$ cat src/rtl/mem_access_unit.sv
// Load/store unit between a core request port and an Avalon-MM style master port.
// Optional alignment checking is enabled by defining MEM_ALIGN_CHECK_EN.
module mem_access_unit (
  input  logic        clk,
  input  logic        reset,
  input  logic        req_valid,
  output logic        req_ready,
  input  logic        req_write,
  input  logic [2:0]  loadcontrol,
  input  logic [1:0]  store_size,
  input  logic [31:0] addr,
  input  logic [31:0] wdata,
  input  logic [31:0] rt_old,
  input  logic [15:0] imm,
  output logic        resp_valid,
  output logic [31:0] resp_data,
  output logic        err,
  output logic        stall,
  output logic [31:0] avm_address,
  output logic        avm_read,
  output logic        avm_write,
  output logic [3:0]  avm_byteenable,
  output logic [31:0] avm_writedata,
  input  logic [31:0] avm_readdata,
  input  logic        avm_waitrequest
);

  localparam logic [2:0] LcLb  = 3'b000;
  localparam logic [2:0] LcLbu = 3'b001;
  localparam logic [2:0] LcLh  = 3'b010;
  localparam logic [2:0] LcLhu = 3'b011;
  localparam logic [2:0] LcLui = 3'b100;
  localparam logic [2:0] LcLw  = 3'b101;
  localparam logic [2:0] LcLwl = 3'b110;
  localparam logic [2:0] LcLwr = 3'b111;

  localparam logic [1:0] SzByte = 2'b00;
  localparam logic [1:0] SzHalf = 2'b01;

  typedef enum logic [1:0] {StIdle, StBus, StResp} state_e;

  state_e      state_q, state_d;
  logic [31:0] avm_address_q, avm_address_d;
  logic        avm_read_q, avm_read_d;
  logic        avm_write_q, avm_write_d;
  logic [3:0]  avm_byteenable_q, avm_byteenable_d;
  logic [31:0] avm_writedata_q, avm_writedata_d;
  logic        resp_valid_q, resp_valid_d;
  logic [31:0] resp_data_q, resp_data_d;
  logic        err_q, err_d;
  logic [2:0]  op_q, op_d;
  logic [1:0]  off_q, off_d;
  logic [31:0] rt_old_q, rt_old_d;
  logic        is_write_q, is_write_d;

  logic        accept;
  logic        is_lui;
  logic        misalign;
  logic [3:0]  req_be;
  logic [31:0] req_wd;
  logic [31:0] load_data;

  assign accept = req_valid && (state_q == StIdle);
  assign is_lui = !req_write && (loadcontrol == LcLui);

`ifdef MEM_ALIGN_CHECK_EN
  // LWL/LWR and byte accesses are legal at any offset.
  always_comb begin
    misalign = 1'b0;
    if (req_write) begin
      if (store_size == SzHalf)      misalign = addr[0];
      else if (store_size != SzByte) misalign = |addr[1:0];
    end else begin
      unique case (loadcontrol)
        LcLh, LcLhu: misalign = addr[0];
        LcLw:        misalign = |addr[1:0];
        default:     misalign = 1'b0;
      endcase
    end
  end
`else
  assign misalign = 1'b0;
`endif

  // Store lane selection; halfword placement ignores addr[0], forcing alignment.
  always_comb begin
    req_be = 4'b1111;
    req_wd = wdata;
    if (req_write) begin
      unique case (store_size)
        SzByte: begin
          req_be = 4'b0001 << addr[1:0];
          req_wd = {4{wdata[7:0]}};
        end
        SzHalf: begin
          req_be = 4'b0011 << {addr[1], 1'b0};
          req_wd = {2{wdata[15:0]}};
        end
        default: begin
          req_be = 4'b1111;
          req_wd = wdata;
        end
      endcase
    end
  end

  // Load extraction and LWL/LWR merge on the word captured this cycle.
  always_comb begin
    logic [31:0] shifted;
    logic [15:0] half;
    logic [4:0]  shl;
    logic [4:0]  shr;
    shr       = {off_q, 3'b000};
    shl       = {~off_q, 3'b000};
    shifted   = avm_readdata >> shr;
    half      = off_q[1] ? avm_readdata[31:16] : avm_readdata[15:0];
    load_data = 32'h0;
    unique case (op_q)
      LcLb:    load_data = {{24{shifted[7]}}, shifted[7:0]};
      LcLbu:   load_data = {24'h0, shifted[7:0]};
      LcLh:    load_data = {{16{half[15]}}, half};
      LcLhu:   load_data = {16'h0, half};
      LcLw:    load_data = avm_readdata;
      LcLwl:   load_data = (avm_readdata << shl) | (rt_old_q & ~(32'hFFFF_FFFF << shl));
      LcLwr:   load_data = (avm_readdata >> shr) | (rt_old_q & ~(32'hFFFF_FFFF >> shr));
      default: load_data = 32'h0;
    endcase
  end

  always_comb begin
    state_d          = state_q;
    avm_address_d    = avm_address_q;
    avm_read_d       = avm_read_q;
    avm_write_d      = avm_write_q;
    avm_byteenable_d = avm_byteenable_q;
    avm_writedata_d  = avm_writedata_q;
    resp_valid_d     = 1'b0;
    resp_data_d      = resp_data_q;
    err_d            = err_q;
    op_d             = op_q;
    off_d            = off_q;
    rt_old_d         = rt_old_q;
    is_write_d       = is_write_q;

    unique case (state_q)
      StIdle: begin
        if (accept) begin
          if (is_lui || misalign) begin
            state_d      = StResp;
            resp_valid_d = 1'b1;
            resp_data_d  = misalign ? 32'h0 : {imm, 16'h0000};
            err_d        = misalign;
          end else begin
            state_d          = StBus;
            avm_address_d    = {addr[31:2], 2'b00};
            avm_read_d       = !req_write;
            avm_write_d      = req_write;
            avm_byteenable_d = req_be;
            avm_writedata_d  = req_wd;
            op_d             = loadcontrol;
            off_d            = addr[1:0];
            rt_old_d         = rt_old;
            is_write_d       = req_write;
            err_d            = 1'b0;
          end
        end
      end
      StBus: begin
        if (!avm_waitrequest) begin
          state_d      = StResp;
          avm_read_d   = 1'b0;
          avm_write_d  = 1'b0;
          resp_valid_d = 1'b1;
          resp_data_d  = is_write_q ? 32'h0 : load_data;
        end
      end
      StResp: begin
        state_d     = StIdle;
        resp_data_d = 32'h0;
        err_d       = 1'b0;
      end
      default: state_d = StIdle;
    endcase
  end

  always_ff @(posedge clk or posedge reset) begin
    if (reset) begin
      state_q          <= StIdle;
      avm_address_q    <= 32'h0;
      avm_read_q       <= 1'b0;
      avm_write_q      <= 1'b0;
      avm_byteenable_q <= 4'h0;
      avm_writedata_q  <= 32'h0;
      resp_valid_q     <= 1'b0;
      resp_data_q      <= 32'h0;
      err_q            <= 1'b0;
      op_q             <= 3'b000;
      off_q            <= 2'b00;
      rt_old_q         <= 32'h0;
      is_write_q       <= 1'b0;
    end else begin
      state_q          <= state_d;
      avm_address_q    <= avm_address_d;
      avm_read_q       <= avm_read_d;
      avm_write_q      <= avm_write_d;
      avm_byteenable_q <= avm_byteenable_d;
      avm_writedata_q  <= avm_writedata_d;
      resp_valid_q     <= resp_valid_d;
      resp_data_q      <= resp_data_d;
      err_q            <= err_d;
      op_q             <= op_d;
      off_q            <= off_d;
      rt_old_q         <= rt_old_d;
      is_write_q       <= is_write_d;
    end
  end

  assign req_ready      = (state_q == StIdle);
  assign stall          = (state_q != StIdle);
  assign resp_valid     = resp_valid_q;
  assign resp_data      = resp_data_q;
  assign err            = err_q;
  assign avm_address    = avm_address_q;
  assign avm_read       = avm_read_q;
  assign avm_write      = avm_write_q;
  assign avm_byteenable = avm_byteenable_q;
  assign avm_writedata  = avm_writedata_q;

endmodule

$ cat config.mk
export PLATFORM = sky130hd
export DESIGN_NAME = mem_access_unit
export DESIGN_NICKNAME = d
export VERILOG_FILES = /design/src/rtl/mem_access_unit.sv
export SDC_FILE = /design/constraint.sdc
export NUM_CORES = 1
export LEC_CHECK = 0
export CORE_ASPECT_RATIO = 2
export CORE_UTILIZATION = 46
export DETAILED_ROUTE_END_ITERATION = 8
export PLACE_DENSITY = 0.79
export SLEW_MARGIN = 25
export SYNTH_ARGS = -nofsm -noshare
export SYNTH_HDL_FRONTEND = slang
export SYNTH_SLANG_ARGS = --single-unit
export TNS_END_PERCENT = 50
$ cat constraint.sdc
create_clock -name clk -period 5.68 [get_ports clk]
set_input_delay 1.136 -clock clk [delete_from_list [all_inputs] [get_ports clk]]
set_output_delay 1.136 -clock clk [all_outputs]
set_load 0.01 [all_outputs]
Word level (Yosys, flattened, before mapping)
Index checks and enable logic that the tools add are counted.
{ "op_classes": {"shift": 6, "reduce_logical": 15, "mux": 28, "n_eq_ne": 14, "bitwise_logic": 8} }
{ "ops": {"columns": ["op", "count"], "rows": [
  ["32-bit one-hot mux with 7 select lines", 1],
  ["32-bit two-way mux", 5],
  ["32-bit one-hot mux with 3 select lines", 1],
  ["32-bit bitwise AND", 2],
  ["32-bit NOT", 2],
  ["32-bit bitwise OR", 2],
  ["32-bit one-hot mux with 2 select lines", 1],
  ["32-bit by 5-bit left shift with 32-bit output", 1],
  ["32-bit by 5-bit left shift with 32-bit output (first input constant)", 1],
  ["32-bit by 5-bit >> shifter with 32-bit output", 1],
  ["32-bit by 5-bit >> shifter with 32-bit output (first input constant)", 1],
  ["16-bit two-way mux", 1],
  ["3-bit == test (second input constant)", 4],
  ["1-bit two-way mux", 9],
  ["1-bit one-hot mux with 2 select lines", 4],
  ["4-bit one-hot mux with 2 select lines", 1],
  ["4-bit AND reduction", 2],
  ["3-bit by 2-bit == test with 1-bit output (second input constant)", 2],
  ["2-bit two-way mux", 3],
  ["2-bit nonzero test", 3],
  ["2-bit by 1-bit == test with 1-bit output (second input constant)", 2],
  ["2-bit zero test", 2],
  ["4-bit two-way mux", 1],
  ["2-bit by 1-bit != test with 1-bit output (second input constant)", 2],
  ["other kinds (14)", 17]
]} }
{ "word_totals": {"register_bits": 142, "elab_cells": 84} }

Longest topological paths before layout
Gate-level depths: netlist (run 1).
{ "logic_depth": {"depth_word": 9, "mapped_depth": 10, "mapped_depth_nobuf": 7} }

Least setup slack after synthesis (run 1)
No wires, ideal clock.
{ "synth_path": {"path_kind": "input port to flip-flop", "from": "in loadcontrol[0]", "to": "reg avm_address_q[10] (netlist: avm_address[10])", "slack_ps": 3309, "arrival_time_ps": 2306, "cell_stages": 7, "setup_time_ps": 65, "required_ps": 5615, "path_buffers": 3, "cell_sequence": "nor4b_4 or2_1 clkbuf_1 buf_2 buf_4 nand2_1 nand2_1"} }
{ "synth_via": {"elab_chain_cells": 4} }
{ "synth_rtl": {"columns": ["element", "line_no", "text"], "rows": [
  ["start, declared", "9", "input logic [2:0] loadcontrol,"],
  ["3-bit == test", "64", "assign is_lui = !req_write && (loadcontrol == LcLui);"],
  ["1-bit logical AND", "64", null],
  ["1-bit NOT (no line)", null, null],
  ["3-bit AND reduction (no line)", null, null],
  ["end signal, assigned", "203", "avm_address_q <= avm_address_d;"],
  ["end, declared", "43", "logic [31:0] avm_address_q, avm_address_d;"]
]} }
No other way between the ends.
A chain may end at the register's enable or synchronous reset.

Final worst setup path (run 1)
{ "layout_path": {"from": "in req_write", "to": "reg rt_old_q[5]"} }
{ "layout_via": {"elab_chain_cells": 4} }
{ "layout_rtl": {"columns": ["element", "line_no", "text"], "rows": [
  ["start, declared", "8", "input logic req_write,"],
  ["1-bit zero test", "64", null],
  ["1-bit logical AND", "64", null],
  ["1-bit NOT (no line)", null, null],
  ["3-bit AND reduction (no line)", null, null],
  ["end signal, assigned", "213", "rt_old_q <= rt_old_d;"],
  ["end, declared", "53", "logic [31:0] rt_old_q, rt_old_d;"]
]} }
No other way between the ends.

==> results.yml, run 1 <==
cells_and_area:
  fin_nets: 1290
  fin_util: 0.670
  area_growth_syn_to_layout_pct: 42.7
  diodes: 0
  layoutNonFillerInstCount: 1350
  drive_gt1_frac: 0.0541
pwr:
  p_leak_nw: 4.75
  seqPwrFrac: 0.303
  p_sw_frac: 0.391
  power.density_nw_per_um2: 525
  switching_power_w: 0.00224
  max-vdd-ir-drop_mv: 0.286
  pwr-share-comb: 0.477
  p_int_w: 0.00348
  pwr-share-clk: 0.220
setup_path:
  worst_path_largest_cell_delay_ps: 840
  crit_path_frequent_cell: "nand2_1"
  crit_fanout: 89
  startpoint_type: "input pin"
  worstPathRequired_ps: 6040
  reg2regPathDepth: 5
  r2r-end: "resp_data[21]"
  cpMaxStageDelayCell: "or2_4"
  cpLargestDelayFamily: "simple AND/OR/NAND/NOR gates"
  worst-setup-path-type: "input pin to register"
  rr_startpoint: "op_q[1]"
  path_cells: "clkdlybuf4s50_1 -> nor4b_4 -> or2_4 -> buf_4 -> nand2_1 -> nand2_1"
  worst_ep_arrival_time_ps: 3600
  rrSetupSlack_ps: 2980
  cp.buffers_inverters: 2
  endpoint_kind: "register"
worst_hold_path:
  hp-start: "is_write_q"
  holdPathEnd: "is_write_q"
  hold_path_class: "register to register"
  hold_depth: 2
floorplan:
  rows: 66
  start_util: 0.469
  die_w_um: 93.1
  dieHeight_um: 184
  fp.coreArea_um2: 16300
  dieArea_um2: 17100
  io_pins: 260
timing:
  fin_skew_ps: 7.14
  tightest_slew_ps: 998
  fin_ws_ps: 2430
  fin_tns_setup_ps: 0
  finalHoldViolations: 0
  post-route-min-period_ps: 3250
  max_freq_ghz: 0.308
  setup_viol: 0
  hold_ws_ps: 469
  fin_crit_sh: 0.571
  rsz0062_at_grt: "false"
  maxSlewHeadroom: 0.318
  drv_slew: 0
grt:
  grt_use_total: 0.290
  grt_overflow: 0
  first_global_vias: 7369
  antenna_found_initial: 0
  grt_max_degree: 112
  grt_pass1_wl_um: 37800
logic_synthesis:
  synth_warnings: 0
  ys_seq_area_frac: 0.462
  synth.distinct_cells: 58
  synthArstFlopShare: 1.00
  synth_edf_count: 0
  synth_seq_cells: 141
  syn_area_um2: 7630
  avgSynthCellArea_um2: 8.34
  ys.flop_type: "dfrtp_1"
  synthCells: 915
cts:
  holdBufCountCts: 0
  cts_tree: "done"
  cts.sinks: 141
  htreeDepth: 4
  worst_skew_pair.late_latency_ps: 420
  cts_buffer_depth: 2
  clk_pin_slew_ps: 60
  cts-root-buf: "clkbuf_16"
  post_cts_buffers: 0
  ctsResizeCount: 0
  cts_buffers: 17
placed_design:
  dpl.hpwl_um: 17700
  placed_cells_incl_taps: 1317
  pre_cts_slack_ps: 2030
  io_buffers: 256
  gp_congestion: 0.957
flow_run:
  cap_violations: 0
drt:
  wire_per_inst_um: 18.2
  viasPerCell: 5.45
  vias: 7351
  wirelength_um: 24500
  drcViolationCount: 0
  dr.pass1.iters: 5
  drt-initial-drc-count: 445
  ant_nets: 0
run_status:
  outcome: "finished, final reports clean"
-- layer usage --
layer	track usage	routed length [um]
met1	0.293	8470
met2	0.529	13200
met3	0.0561	1410
met4	0.192	1400
met5	0	0
-- logic make-up after synthesis --
logic type | Yosys count | share of synthesized area
fa+ha+maj | 3 | 0.00492
flops | 141 | 0.462
simple gates | 439 | 0.249
buf+inv | 86 | 0.0536
compound gates | 196 | 0.164
other cells | 1 | 0.000491
mux | 49 | 0.0665
-- metrics by stage --
step           instance area, um2  power (W)
2_1_floorplan                7640    0.00331
3_3_place_gp                10200    0.00437
3_5_place_dp                10200    0.00444
4_1_cts                     10900    0.00571
5_1_grt                     10900    0.00607
6_report                    10900    0.00572
-- cell usage in the layout, fill, tap and decap left out, drive strengths merged, types with 4 or more instances in the layout --
| cell | n |
|---|---|
| clkinvlp | 4 |
| a2111oi | 15 |
| clkbuf | 21 |
| a221o | 11 |
| nor2 | 52 |
| mux2i | 41 |
| clkdlybuf4s50 | 256 |
| a31oi | 11 |
| o2bb2ai | 4 |
| nor2b | 10 |
| o22ai | 9 |
| nand3 | 8 |
| nor3 | 13 |
| nand2 | 313 |
| mux2 | 8 |
| inv | 18 |
| nor3b | 16 |
| a211oi | 15 |
| nand3b | 4 |
| o211ai | 6 |
| o21ai | 64 |
| a32oi | 4 |
| dfrtp | 141 |
| a21oi | 49 |
| buf | 9 |
| bufinv | 6 |
-- area by class of cell --
cell class | instances | area [um2]
Fill cell | 1350 | 5370
Tap cell | 204 | 255
Inverter | 18 | 75.1
Timing Repair Buffer | 265 | 2660
Sequential cell | 141 | 3530
Multi-Input combinational cell | 690 | 3720
Clock inverter | 11 | 215
Clock buffer | 21 | 440
-- how the worst max path moves through the flow --
stage,endpoint,from,cells after the start
6_report,rt_old_q[5],req_write,6
5_1_grt,rt_old_q[15],req_write,6
4_1_cts,rt_old_q[5],loadcontrol[0],6
3_5_place_dp,rt_old_q[18],loadcontrol[0],6
3_3_place_gp,resp_data[14],req_write,6
2_1_floorplan,avm_address[10],reset,1
-- worst register-to-register path, stage by stage (launching register included) --
cell and delay [ps]:
dfrtp_1 620, nand4bb_1 500, nor2_2 180, a221o_1 370, a2111oi_0 790, o21ai_1 100
-- registers in the layout (all words and copies together), names as in the netlist --
name,cells
avm_writedata,32
resp_data,32
rt_old_q,32
off_q,2
avm_address,30
resp_valid,1
avm_byteenable,4
op_q,3
state_q,2
avm_write,1
avm_read,1
is_write_q,1
-- power by group through the flow --
stage                     clock, W  sequential (W)  combinational, W
after floorplan                  0         0.00179           0.00151
after detailed placement         0         0.00173           0.00270
final                      0.00126         0.00173           0.00273
after CTS                  0.00127         0.00173           0.00272
after global placement           0         0.00172           0.00265
after global routing       0.00131         0.00178           0.00298
-- cells in the mapped netlist (3+ instances only) --
cell type  instances  share of area
inv_1             18         0.0088
nor2b_1           10         0.0082
nor3b_1           16          0.016
buf_4             11          0.011
dfrtp_1          141           0.46
nand2b_1           3         0.0025
o21ai_0           26          0.017
mux2_2             8          0.012
nand3b_1           4         0.0039
nor2_1            50          0.025
mux2i_1           39          0.051
nand3_1            8         0.0052
a221o_1           11          0.014
and2_1             3         0.0025
o2bb2ai_1          4         0.0046
o21ai_1           36          0.024
a2111oi_0         14          0.016
buf_2             24          0.016
clkbuf_1          29          0.014
ha_1               3         0.0049
a32oi_1            4         0.0046
o22ai_1            9         0.0074
a211oi_1          15          0.015
nor3_1            13         0.0085
a21oi_1           48          0.031
nand2_1          313           0.15
a31oi_1           11         0.0090
o211ai_1           6         0.0059
Note: power is estimated with default switching activity, not from simulation.
==> run 2: changes to the inputs <==
Clock period 5.68 ns to 3 ns, I/O delays scaled along.
==> results.yml, run 2 (synthesis gave the netlist of run 1 again) <==
run_status:
  outcome: "finished, final reports clean"
cells_and_area:
  stdcell_area_um2: 11000
  diodes: 0
  mostFrequentLayoutCell: "nand2_1"
  fin_nets: 1306
  mostFrequentLayoutCells: "313 x nand2_1, 256 x clkdlybuf4s50_1, 140 x dfrtp_1, 49 x nor2_1, 48 x a21oi_1"
  drive_gt1_frac: 0.0680
  area_growth_syn_to_layout_pct: 44.3
drt:
  viasPerCell: 5.50
  drt-initial-drc-count: 403
  ant_nets: 0
  wirelength_um: 25600
  vias: 7509
  dr.pass1.iters: 7
  drcViolationCount: 0
  wire_per_inst_um: 18.7
cts:
  htreeDepth: 4
  cts_buffer_depth: 2
  ctsResizeCount: 0
  cts-root-buf: "clkbuf_16"
  cts.sinks: 141
  cts_buffers: 17
  clk_pin_slew_ps: 60
  post_cts_buffers: 0
  cts_tree: "done"
  holdBufCountCts: 0
  worst_skew_pair.late_latency_ps: 420
placed_design:
  gp_congestion: 1.01
  dpl_cell_area_um2: 10400
  pre_cts_slack_ps: 413
  io_buffers: 256
  dpl.hpwl_um: 19000
setup_path:
  startpoint_type: "register"
  worst-setup-path-type: "register to output port"
  cp.buffers_inverters: 3
  cpLargestDelayFamily: "buffers and inverters"
  worst_path_largest_cell_delay_ps: 520
  worst_ep_arrival_time_ps: 1980
  worstPathRequired_ps: 2400
  cpMaxStageDelayCell: "clkdlybuf4s50_1"
  endpoint_kind: "output port"
  crit_fanout: 10
  crit_path_frequent_cell: "inv_1"
  path_cells: "inv_1 -> ha_1 -> inv_1 -> clkdlybuf4s50_1"
timing:
  finalHoldViolations: 0
  fin_ws_ps: 415
  drv_slew: 0
  fin_tns_setup_ps: 0
  setup_viol: 0
  fin_crit_sh: 0.862
  fin_skew_ps: 7.96
  max_freq_ghz: 0.387
  maxSlewHeadroom: 0.443
  post-route-min-period_ps: 2580
  tightest_slew_ps: 833
  rsz0062_at_grt: "false"
worst_hold_path:
  hold_path_class: "register to register"
grt:
  first_global_vias: 7424
  antenna_found_initial: 0
  grt_max_degree: 142
  grt_pass1_wl_um: 39200
  grt_use_total: 0.304
  grt_overflow: 0
floorplan:
  fp.coreArea_um2: 16300
  dieHeight_um: 184
  dieArea_um2: 17100
  io_pins: 260
  die_w_um: 93.1
  start_util: 0.469
  rows: 66
pwr:
  p_leak_nw: 4.84
  total_power_w: 0.0108
  max-vdd-ir-drop_mv: 0.585
  power.density_nw_per_um2: 983
flow_run:
  cap_violations: 0
[run 2: path summary, 6_finish.rpt]
check	start	to	slack, ps	cells past startpoint
hold reg to reg	rt_old_q[4]	rt_old_q[4]	470	2
setup reg to reg	off_q[1]	resp_data[0]	620	6
setup / recovery	state_q[0]	stall	420	4
min in group asynchronous	reset	avm_writedata[18]	750	3
hold / removal	rt_old_q[4]	rt_old_q[4]	470	2
max in group asynchronous	reset	avm_address[7]	1660	3
[run 2: area by class of cell]
cell class,instances,area (um2)
fillers,1344,5250
multi-input cells,690,3710
flip-flops and latches,141,3530
repair buffers,281,2830
clock buffers,20,457
well taps,204,255
clock inverters,11,166
inverters,18,71.3
[run 2: per-layer routing]
layer  wire length (um)  global-route usage  vias up
met4               1670               0.214        0
met2              13900               0.551      343
li1                   -                   -     3587
met3               1560              0.0590       82
met1               8490               0.303     3497
met5                  0                   0        -
[run 2: through the flow]
stage / util / hold WS (ps) / std cells
after detailed placement: 0.639 / 459 / 1334
after global placement: 0.639 / 457 / 1334
after floorplan: - / 437 / 917
final: 0.677 / 470 / 1365
after CTS: 0.677 / 476 / 1365
after global routing: 0.677 / 490 / 1365
[run 2: worst reg2reg max path, stage by stage (launching register included)]
cell	delay (ps)
dfrtp_1	740
buf_12	280
mux2i_1	350
nor2b_1	180
a211oi_1	60
a2111oi_0	530
o21ai_1	110
[run 2: report_power, final]
part           internal (W)  switching, W
Sequential          0.00273      0.000616
Clock               0.00143      0.000801
Combinational       0.00243       0.00283
